### src/rtl/mem_port_arbiter_if.sv
// Bus bundle between the fetch/memory-stage requesters, the arbiter and the
// downstream read/write bridge port.
interface mem_port_arbiter_if #(
  parameter int unsigned ADDR_W = 64,
  parameter int unsigned DATA_W = 64
);
  // Instruction-fetch requester
  logic              if_valid;
  logic [ADDR_W-1:0] if_addr;
  logic [1:0]        if_size;
  logic              if_kill;
  logic              if_ready;
  logic [DATA_W-1:0] if_rdata;
  logic [1:0]        if_resp;

  // Memory-stage requester
  logic              me_valid;
  logic              me_req;
  logic [ADDR_W-1:0] me_addr;
  logic [1:0]        me_size;
  logic [DATA_W-1:0] me_wdata;
  logic              me_ready;
  logic [DATA_W-1:0] me_rdata;
  logic [1:0]        me_resp;

  // Downstream bridge port
  logic              rw_valid;
  logic              rw_req;
  logic [ADDR_W-1:0] rw_addr;
  logic [1:0]        rw_size;
  logic [DATA_W-1:0] rw_w_data;
  logic              rw_ready;
  logic [DATA_W-1:0] rw_r_data;
  logic [1:0]        rw_resp;

  // Arbiter view
  modport slave (
    input  if_valid, if_addr, if_size, if_kill,
    output if_ready, if_rdata, if_resp,
    input  me_valid, me_req, me_addr, me_size, me_wdata,
    output me_ready, me_rdata, me_resp,
    output rw_valid, rw_req, rw_addr, rw_size, rw_w_data,
    input  rw_ready, rw_r_data, rw_resp
  );

  // Environment view (requesters plus bridge)
  modport master (
    output if_valid, if_addr, if_size, if_kill,
    input  if_ready, if_rdata, if_resp,
    output me_valid, me_req, me_addr, me_size, me_wdata,
    input  me_ready, me_rdata, me_resp,
    input  rw_valid, rw_req, rw_addr, rw_size, rw_w_data,
    output rw_ready, rw_r_data, rw_resp
  );
endinterface

### src/rtl/mem_port_arbiter.sv
// Fixed-priority arbiter sharing one memory port between the memory stage
// (high priority) and instruction fetch; killed fetches are drained silently.
module mem_port_arbiter #(
  parameter int unsigned ADDR_W = 64,
  parameter int unsigned DATA_W = 64
) (
  input  logic              clock,
  input  logic              reset,
  mem_port_arbiter_if.slave bus
);

  localparam int unsigned SIZE_W   = 2;
  localparam logic        REQ_READ = 1'b0;

  typedef enum logic [1:0] {
    S_IDLE    = 2'd0,
    S_IF_GNT  = 2'd1,
    S_ME_GNT  = 2'd2,
    S_IF_DROP = 2'd3
  } state_e;

  state_e              state_q, state_d;
  logic                req_q,   req_d;
  logic [ADDR_W-1:0]   addr_q,  addr_d;
  logic [SIZE_W-1:0]   size_q,  size_d;
  logic [DATA_W-1:0]   wdata_q, wdata_d;

  // State and latched command registers
  always_ff @(posedge clock) begin
    if (reset) begin
      state_q <= S_IDLE;
      req_q   <= 1'b0;
      addr_q  <= '0;
      size_q  <= '0;
      wdata_q <= '0;
    end else begin
      state_q <= state_d;
      req_q   <= req_d;
      addr_q  <= addr_d;
      size_q  <= size_d;
      wdata_q <= wdata_d;
    end
  end

  // Grant selection and transaction tracking; command only latched in IDLE
  always_comb begin
    state_d = state_q;
    req_d   = req_q;
    addr_d  = addr_q;
    size_d  = size_q;
    wdata_d = wdata_q;

    case (state_q)
      S_IDLE: begin
        if (bus.me_valid) begin
          state_d = S_ME_GNT;
          req_d   = bus.me_req;
          addr_d  = ADDR_W'(bus.me_addr);
          size_d  = SIZE_W'(bus.me_size);
          wdata_d = DATA_W'(bus.me_wdata);
        end else if (bus.if_valid && !bus.if_kill) begin
          state_d = S_IF_GNT;
          req_d   = REQ_READ;
          addr_d  = ADDR_W'(bus.if_addr);
          size_d  = SIZE_W'(bus.if_size);
          wdata_d = '0;
        end
      end
      S_IF_GNT: begin
        if (bus.rw_ready) begin
          state_d = S_IDLE;
        end else if (bus.if_kill) begin
          state_d = S_IF_DROP;
        end
      end
      S_IF_DROP: begin
        if (bus.rw_ready) state_d = S_IDLE;
      end
      S_ME_GNT: begin
        if (bus.rw_ready) state_d = S_IDLE;
      end
      default: state_d = S_IDLE;
    endcase
  end

  // Downstream command comes straight from the latched registers
  assign bus.rw_valid  = (state_q != S_IDLE);
  assign bus.rw_req    = req_q;
  assign bus.rw_addr   = addr_q;
  assign bus.rw_size   = size_q;
  assign bus.rw_w_data = wdata_q;

  // Same-cycle completion; a kill in the completing cycle swallows the response
  assign bus.if_ready  = (state_q == S_IF_GNT) && bus.rw_ready && !bus.if_kill;
  assign bus.me_ready  = (state_q == S_ME_GNT) && bus.rw_ready;
  assign bus.if_rdata  = bus.rw_r_data;
  assign bus.if_resp   = bus.rw_resp;
  assign bus.me_rdata  = bus.rw_r_data;
  assign bus.me_resp   = bus.rw_resp;

endmodule

### src/flat_wrapper.sv
// flat-port wrapper written by rule: the top's interface ports become plain ports
module mem_port_arbiter_flat 
#(
  parameter int unsigned ADDR_W = 64,
  parameter int unsigned DATA_W = 64
)
  (clock, reset, bus_if_valid, bus_if_addr, bus_if_size, bus_if_kill, bus_if_ready, bus_if_rdata, bus_if_resp, bus_me_valid, bus_me_req, bus_me_addr, bus_me_size, bus_me_wdata, bus_me_ready, bus_me_rdata, bus_me_resp, bus_rw_valid, bus_rw_req, bus_rw_addr, bus_rw_size, bus_rw_w_data, bus_rw_ready, bus_rw_r_data, bus_rw_resp);
  mem_port_arbiter_if #(.ADDR_W(ADDR_W), .DATA_W(DATA_W)) bus_i ();
  input  logic clock;
  input  logic reset;
  input wire logic [$bits(bus_i.if_valid)-1:0] bus_if_valid;
  input wire logic [$bits(bus_i.if_addr)-1:0] bus_if_addr;
  input wire logic [$bits(bus_i.if_size)-1:0] bus_if_size;
  input wire logic [$bits(bus_i.if_kill)-1:0] bus_if_kill;
  output wire logic [$bits(bus_i.if_ready)-1:0] bus_if_ready;
  output wire logic [$bits(bus_i.if_rdata)-1:0] bus_if_rdata;
  output wire logic [$bits(bus_i.if_resp)-1:0] bus_if_resp;
  input wire logic [$bits(bus_i.me_valid)-1:0] bus_me_valid;
  input wire logic [$bits(bus_i.me_req)-1:0] bus_me_req;
  input wire logic [$bits(bus_i.me_addr)-1:0] bus_me_addr;
  input wire logic [$bits(bus_i.me_size)-1:0] bus_me_size;
  input wire logic [$bits(bus_i.me_wdata)-1:0] bus_me_wdata;
  output wire logic [$bits(bus_i.me_ready)-1:0] bus_me_ready;
  output wire logic [$bits(bus_i.me_rdata)-1:0] bus_me_rdata;
  output wire logic [$bits(bus_i.me_resp)-1:0] bus_me_resp;
  output wire logic [$bits(bus_i.rw_valid)-1:0] bus_rw_valid;
  output wire logic [$bits(bus_i.rw_req)-1:0] bus_rw_req;
  output wire logic [$bits(bus_i.rw_addr)-1:0] bus_rw_addr;
  output wire logic [$bits(bus_i.rw_size)-1:0] bus_rw_size;
  output wire logic [$bits(bus_i.rw_w_data)-1:0] bus_rw_w_data;
  input wire logic [$bits(bus_i.rw_ready)-1:0] bus_rw_ready;
  input wire logic [$bits(bus_i.rw_r_data)-1:0] bus_rw_r_data;
  input wire logic [$bits(bus_i.rw_resp)-1:0] bus_rw_resp;
  assign bus_i.if_valid = bus_if_valid;
  assign bus_i.if_addr = bus_if_addr;
  assign bus_i.if_size = bus_if_size;
  assign bus_i.if_kill = bus_if_kill;
  assign bus_if_ready = bus_i.if_ready;
  assign bus_if_rdata = bus_i.if_rdata;
  assign bus_if_resp = bus_i.if_resp;
  assign bus_i.me_valid = bus_me_valid;
  assign bus_i.me_req = bus_me_req;
  assign bus_i.me_addr = bus_me_addr;
  assign bus_i.me_size = bus_me_size;
  assign bus_i.me_wdata = bus_me_wdata;
  assign bus_me_ready = bus_i.me_ready;
  assign bus_me_rdata = bus_i.me_rdata;
  assign bus_me_resp = bus_i.me_resp;
  assign bus_rw_valid = bus_i.rw_valid;
  assign bus_rw_req = bus_i.rw_req;
  assign bus_rw_addr = bus_i.rw_addr;
  assign bus_rw_size = bus_i.rw_size;
  assign bus_rw_w_data = bus_i.rw_w_data;
  assign bus_i.rw_ready = bus_rw_ready;
  assign bus_i.rw_r_data = bus_rw_r_data;
  assign bus_i.rw_resp = bus_rw_resp;
  mem_port_arbiter #(.ADDR_W(ADDR_W), .DATA_W(DATA_W)) u_core (.clock(clock), .reset(reset), .bus(bus_i));
endmodule
### config.mk
export PLATFORM = sky130hd
export DESIGN_NAME = mem_port_arbiter_flat
export DESIGN_NICKNAME = d
export VERILOG_FILES = /design/src/rtl/mem_port_arbiter_if.sv /design/src/rtl/mem_port_arbiter.sv /design/src/flat_wrapper.sv
export SDC_FILE = /design/constraint.sdc
export NUM_CORES = 1
export LEC_CHECK = 0
export BUFFER_PORTS_ARGS = -buffer_cell sky130_fd_sc_hd__buf_4
export CAP_MARGIN = 20
export CELL_PAD_IN_SITES_DETAIL_PLACEMENT = 0
export CELL_PAD_IN_SITES_GLOBAL_PLACEMENT = 2
export CORE_AREA = 2 2 206 208
export DETAILED_ROUTE_END_ITERATION = 16
export DIE_AREA = 0 0 208 210
export PLACE_DENSITY = 0.65
export REMOVE_ABC_BUFFERS = 1
export SYNTH_ARGS = -nofsm -noshare
export SYNTH_HDL_FRONTEND = slang
export SYNTH_SLANG_ARGS = --single-unit
export TNS_END_PERCENT = 1
### constraint.sdc
create_clock -name clock -period 1.99 [get_ports clock]
set_clock_uncertainty 0.1 [all_clocks]
set_input_delay 0 -clock clock [delete_from_list [all_inputs] [get_ports clock]]
set_output_delay 0 -clock clock [all_outputs]
set_load 0.02 [all_outputs]
# ---- Word-level counts from Yosys, hierarchy flattened
# Index checks and enable logic that the tools add are counted.
dict set report classes {
  n_eq_ne 6
  muxes 14
  n_reduce_logical 11
}
# op count
set ops {}
lappend ops {{two-way mux 64 bit} 4}
lappend ops {{two-way mux 2 bit} 7}
lappend ops {{one-hot mux 2 bit (3 select lines)} 1}
lappend ops {{== test 2 bit (second input constant)} 2}
lappend ops {{logical AND 1 bit} 4}
lappend ops {{nonzero test 2 bit} 2}
lappend ops {{inequality test 3 x 2 -> 1 bit (second input constant)} 1}
lappend ops {{inequality test 3 bit (second input constant)} 1}
lappend ops {{AND reduction 3 bit} 1}
lappend ops {{== test 2 x 1 -> 1 bit (second input constant)} 1}
lappend ops {{zero test 2 bit} 1}
lappend ops {{two-way mux 1 bit} 2}
lappend ops {{inequality test 2 x 1 -> 1 bit (second input constant)} 1}
lappend ops {{AND reduction 2 bit} 1}
lappend ops {{OR reduction 2 bit} 1}
lappend ops {{zero test 1 bit} 1}
dict set report word_totals {
  regBits 133
  output_inout_bits 266
  wordCells 36
}

# ---- Logic depth before layout (Yosys ltp)
dict set report logic_depth {
  ltp_word 5
  mapped_depth 6
}

# ---- Worst setup path after synthesis
# Ideal clock, no wire load.
dict set report synth_path {
  path_kind {reg-to-reg}
  from {register u_core.state_q[0]}
  to {register u_core.addr_q[23], in the netlist u_core.bus.rw_addr[23]}
  setup_time_ps 121
  t_arrival_ps 1180
  slack_ps 589
  path_stages_with_launch 6
  path_buffers 2
  cell_sequence {dfxtp_1 -> nor2_4 -> o21ai_2 -> buf_6 -> buf_6 -> mux2_4}
}
dict set report synth_between {
  elab_chain_cells 2
}
# item line_no
set synth_rtl {}
lappend synth_rtl {{start: declaration} mem_port_arbiter.sv:22} ;# state_e state_q, state_d;
lappend synth_rtl {{start signal: assignment} mem_port_arbiter.sv:37} ;# state_q <= state_d;
lappend synth_rtl {{zero test 2 bit} mem_port_arbiter.sv:53} ;# case (state_q)
lappend synth_rtl {{AND reduction 2 bit (no line)} --}
lappend synth_rtl {{end signal: assignment} mem_port_arbiter.sv:39} ;# addr_q <= addr_d;
lappend synth_rtl {{end: declaration} mem_port_arbiter.sv:24} ;# logic [ADDR_W-1:0] addr_q, addr_d;
# No other way between the ends.
# A chain may end at the register's enable or synchronous reset.

# ---- Final worst setup path
dict set report layout_path {
  from {register u_core.state_q[0]}
  to {register u_core.addr_q[56], in the netlist u_core.bus.rw_addr[56]}
}
# Same word-level chain as after synthesis.

==> flow_summary.toml <==
[setup_path]
r2r_start = "u_core.state_q[0]"
startpoint = "u_core.state_q[0]"
arrival_ns = 1.96
start_kind = "flip-flop"
path_max_fanout = 17
slowest_stage = "dfxtp_1"
crit_chain = "nor2_4 > o21ai_4 > buf_4 > mux2_4"
critical_path_required_ns = 2.21
slowest_delay_ns = 0.49
critPathKind = "flip-flop to flip-flop"
end_kind = "flip-flop"

[outcome]
outcome = "finished, violations left"
violations = "negative hold slack"

[synthesis]
synth_edf_count = 0
synth_area_per_cell_um2 = 10.46
synth.area.top_cells = "dfxtp_1, buf_4, mux2i_1"
ys_warn_count = 0
ys_ff_latch = 133
synth.most_common_cell = "buf_4"
ys_top_cells_by_count = "buf_4, dfxtp_1, nor2_1, nor2b_1, mux2i_1"
synth_top_family_by_area = "multiplexers"
synth_area_um2 = 6828
synth_simple_gate_area_share_pct = 10.78
ys_types = 23
synth.top_cell.area_share_pct = 39.00
synth_compound_area_share_pct = 8.924
yosys.area.top_type = "dfxtp_1"
synth-async-reset-ratio_pct = 0
synth_flop_cell = "dfxtp_1"
synth_cells = 653
synth_seq_area_share_pct = 39.00
synthMuxAreaShare_pct = 22.76
synthAdderAreaFrac_pct = 0
synth-xor-area-share_pct = 0

[grt]
grt_max_degree = 82
antenna_found_initial = 7
grt_first_pass_wirelength_um = 48890
gr-total-overflow = 0
grt_pass1_vias = 6991
grt_use_total_pct = 15.38

[run]
cap_violations = 0

[final_layout]
design_area_um2 = 12240
nNetsFinal = 1379
stdcell_count = 1669
n_fill_cell = 4358
regArea_um2 = 2663
multi_input_area_um2 = 2923
area_delta_synth_final_pct = 79.24
fin_util_pct = 29.51
drive_gt1_share_pct = 40.52

[clock_network]
clock_sinks = 133
cts_buffers = 17
cts_buffer_depth = 2
cts_max_level = 4
cts_resized = 0
clock_latency_ns = 0.43
cts_tree = "yes"
cts_root_buf = "clkbuf_16"
clkTransAtPathRegs_ns = 0.07
cts_hold_buf = 261
post_cts_buffers = 0

[die]
rows = 75
fp.dieW_um = 208
dieArea_um2 = 43680
initial_core_util_pct = 16.46
die_h_um = 210
design.core.area_um2 = 41480
ios = 535

[timing]
tns_ns = 0
tightest_slew_ns = 0.8458
setup_viol = 0
timing.hold.ws_ns = -0.01217
period_needed_ns = 1.741
finalHoldViolations = 1
fmax_ghz = 0.5742
slew-limit-headroom_pct = 43.43
fin_ws_ns = 0.2485
rsz0062_at_grt = "no"
final_max_slew_viol_count = 0
fin_crit_sh_pct = 87.51

[place]
numPortBuffers = 336
place_inst = 1369
hpwl_um = 24840
post-place-ws_ns = 0.07386
globalplace.congestion = 0.7246
post_dp_cell_area_um2 = 9001

[route]
vias = 6573
first_iter_violations = 273
drtAntennaViolNets = 0
totalWireLength_um = 34130
drtPass1Iterations = 4
avgRoutedWirePerCell_um = 20.45
drc = 0
viasPerCell = 3.938

[min_path]
worstHoldStart = "bus_if_addr[46]"
hold_class = "input port to flip-flop"

[power]
total_power_mw = 8.901
power.density_nw_per_um2 = 727.3
p_leak_nw = 5.686
ir_drop_mv = 0.6771
-- path summary, 6_finish.rpt --
path                              end  slack, ns  cells past startpoint
max            u_core.bus.rw_addr[56]       0.25                      4
min reg2reg  u_core.bus.rw_w_data[31]       0.38                      1
min            u_core.bus.rw_addr[46]      -0.01                      4
max reg2reg    u_core.bus.rw_addr[56]       0.25                      4
-- flip-flops by register name, summed over array words and instances, names as in the netlist --
signal and cells:
u_core.state_q 2, u_core.bus.rw_addr 64, u_core.bus.rw_req 1, u_core.bus.rw_w_data 64, u_core.bus.rw_size 2
-- layout by cell type (no fill, tap or decap), types with 2 or more instances in the layout --
master,instances
buf_4,346
dlygate4sd3_1,261
dfxtp_1,133
nor2b_1,67
nor2_1,67
mux2i_1,66
a22o_1,65
mux2_4,40
mux2_2,26
clkbuf_16,17
diode_2,7
buf_12,7
clkinv_4,4
inv_6,4
a21oi_1,2
bufinv_16,2
clkinvlp_4,2
inv_8,2
-- cell families (layout without fill, tap and decap cells) --
family	after synthesis	count (layout)
flip-flops	133	133
multiplexers	132	132
other	0	7
AND/OR/NAND/NOR	141	141
AO/OA/AOI/OAI	70	70
buffers and inverters	177	647
-- worst max-delay path, delay by kind of cell (launching register included) --
kind                   cells  cell delay, ns
AND/OR/NAND/NOR            1            0.10
flip-flops                 1            0.49
multiplexers               1            0.31
buffers and inverters      1            0.31
AO/OA/AOI/OAI              1            0.29
-- routing by layer --
metal / vias to the layer above / share of wire (%) / track usage, %
met5: - / 1.3 / 5.117
met4: 10 / 1.4 / 4.035
met3: 56 / 17 / 11.74
met2: 445 / 36 / 19.13
met1: 3053 / 44 / 19.73
li1: 3009 / - / -
-- where the power goes --
group	total, mW	internal, mW	leakage (nW)	switching [mW]
Combinational	2.60	1.33	4.30	1.28
Clock	3.29	1.92	0.292	1.37
Sequential	3.01	2.89	1.09	0.125
-- cell type report --
cell class              count  area share, %
multi-input cells         343          23.88
clock buffers              18          3.589
repair buffers            614          43.72
flip-flops and latches    133          21.76
clock inverters            14          1.370
diodes                      7         0.1431
well taps                 539          5.511
inverters                   1        0.03067
Power figures use the tool's default switching activity.
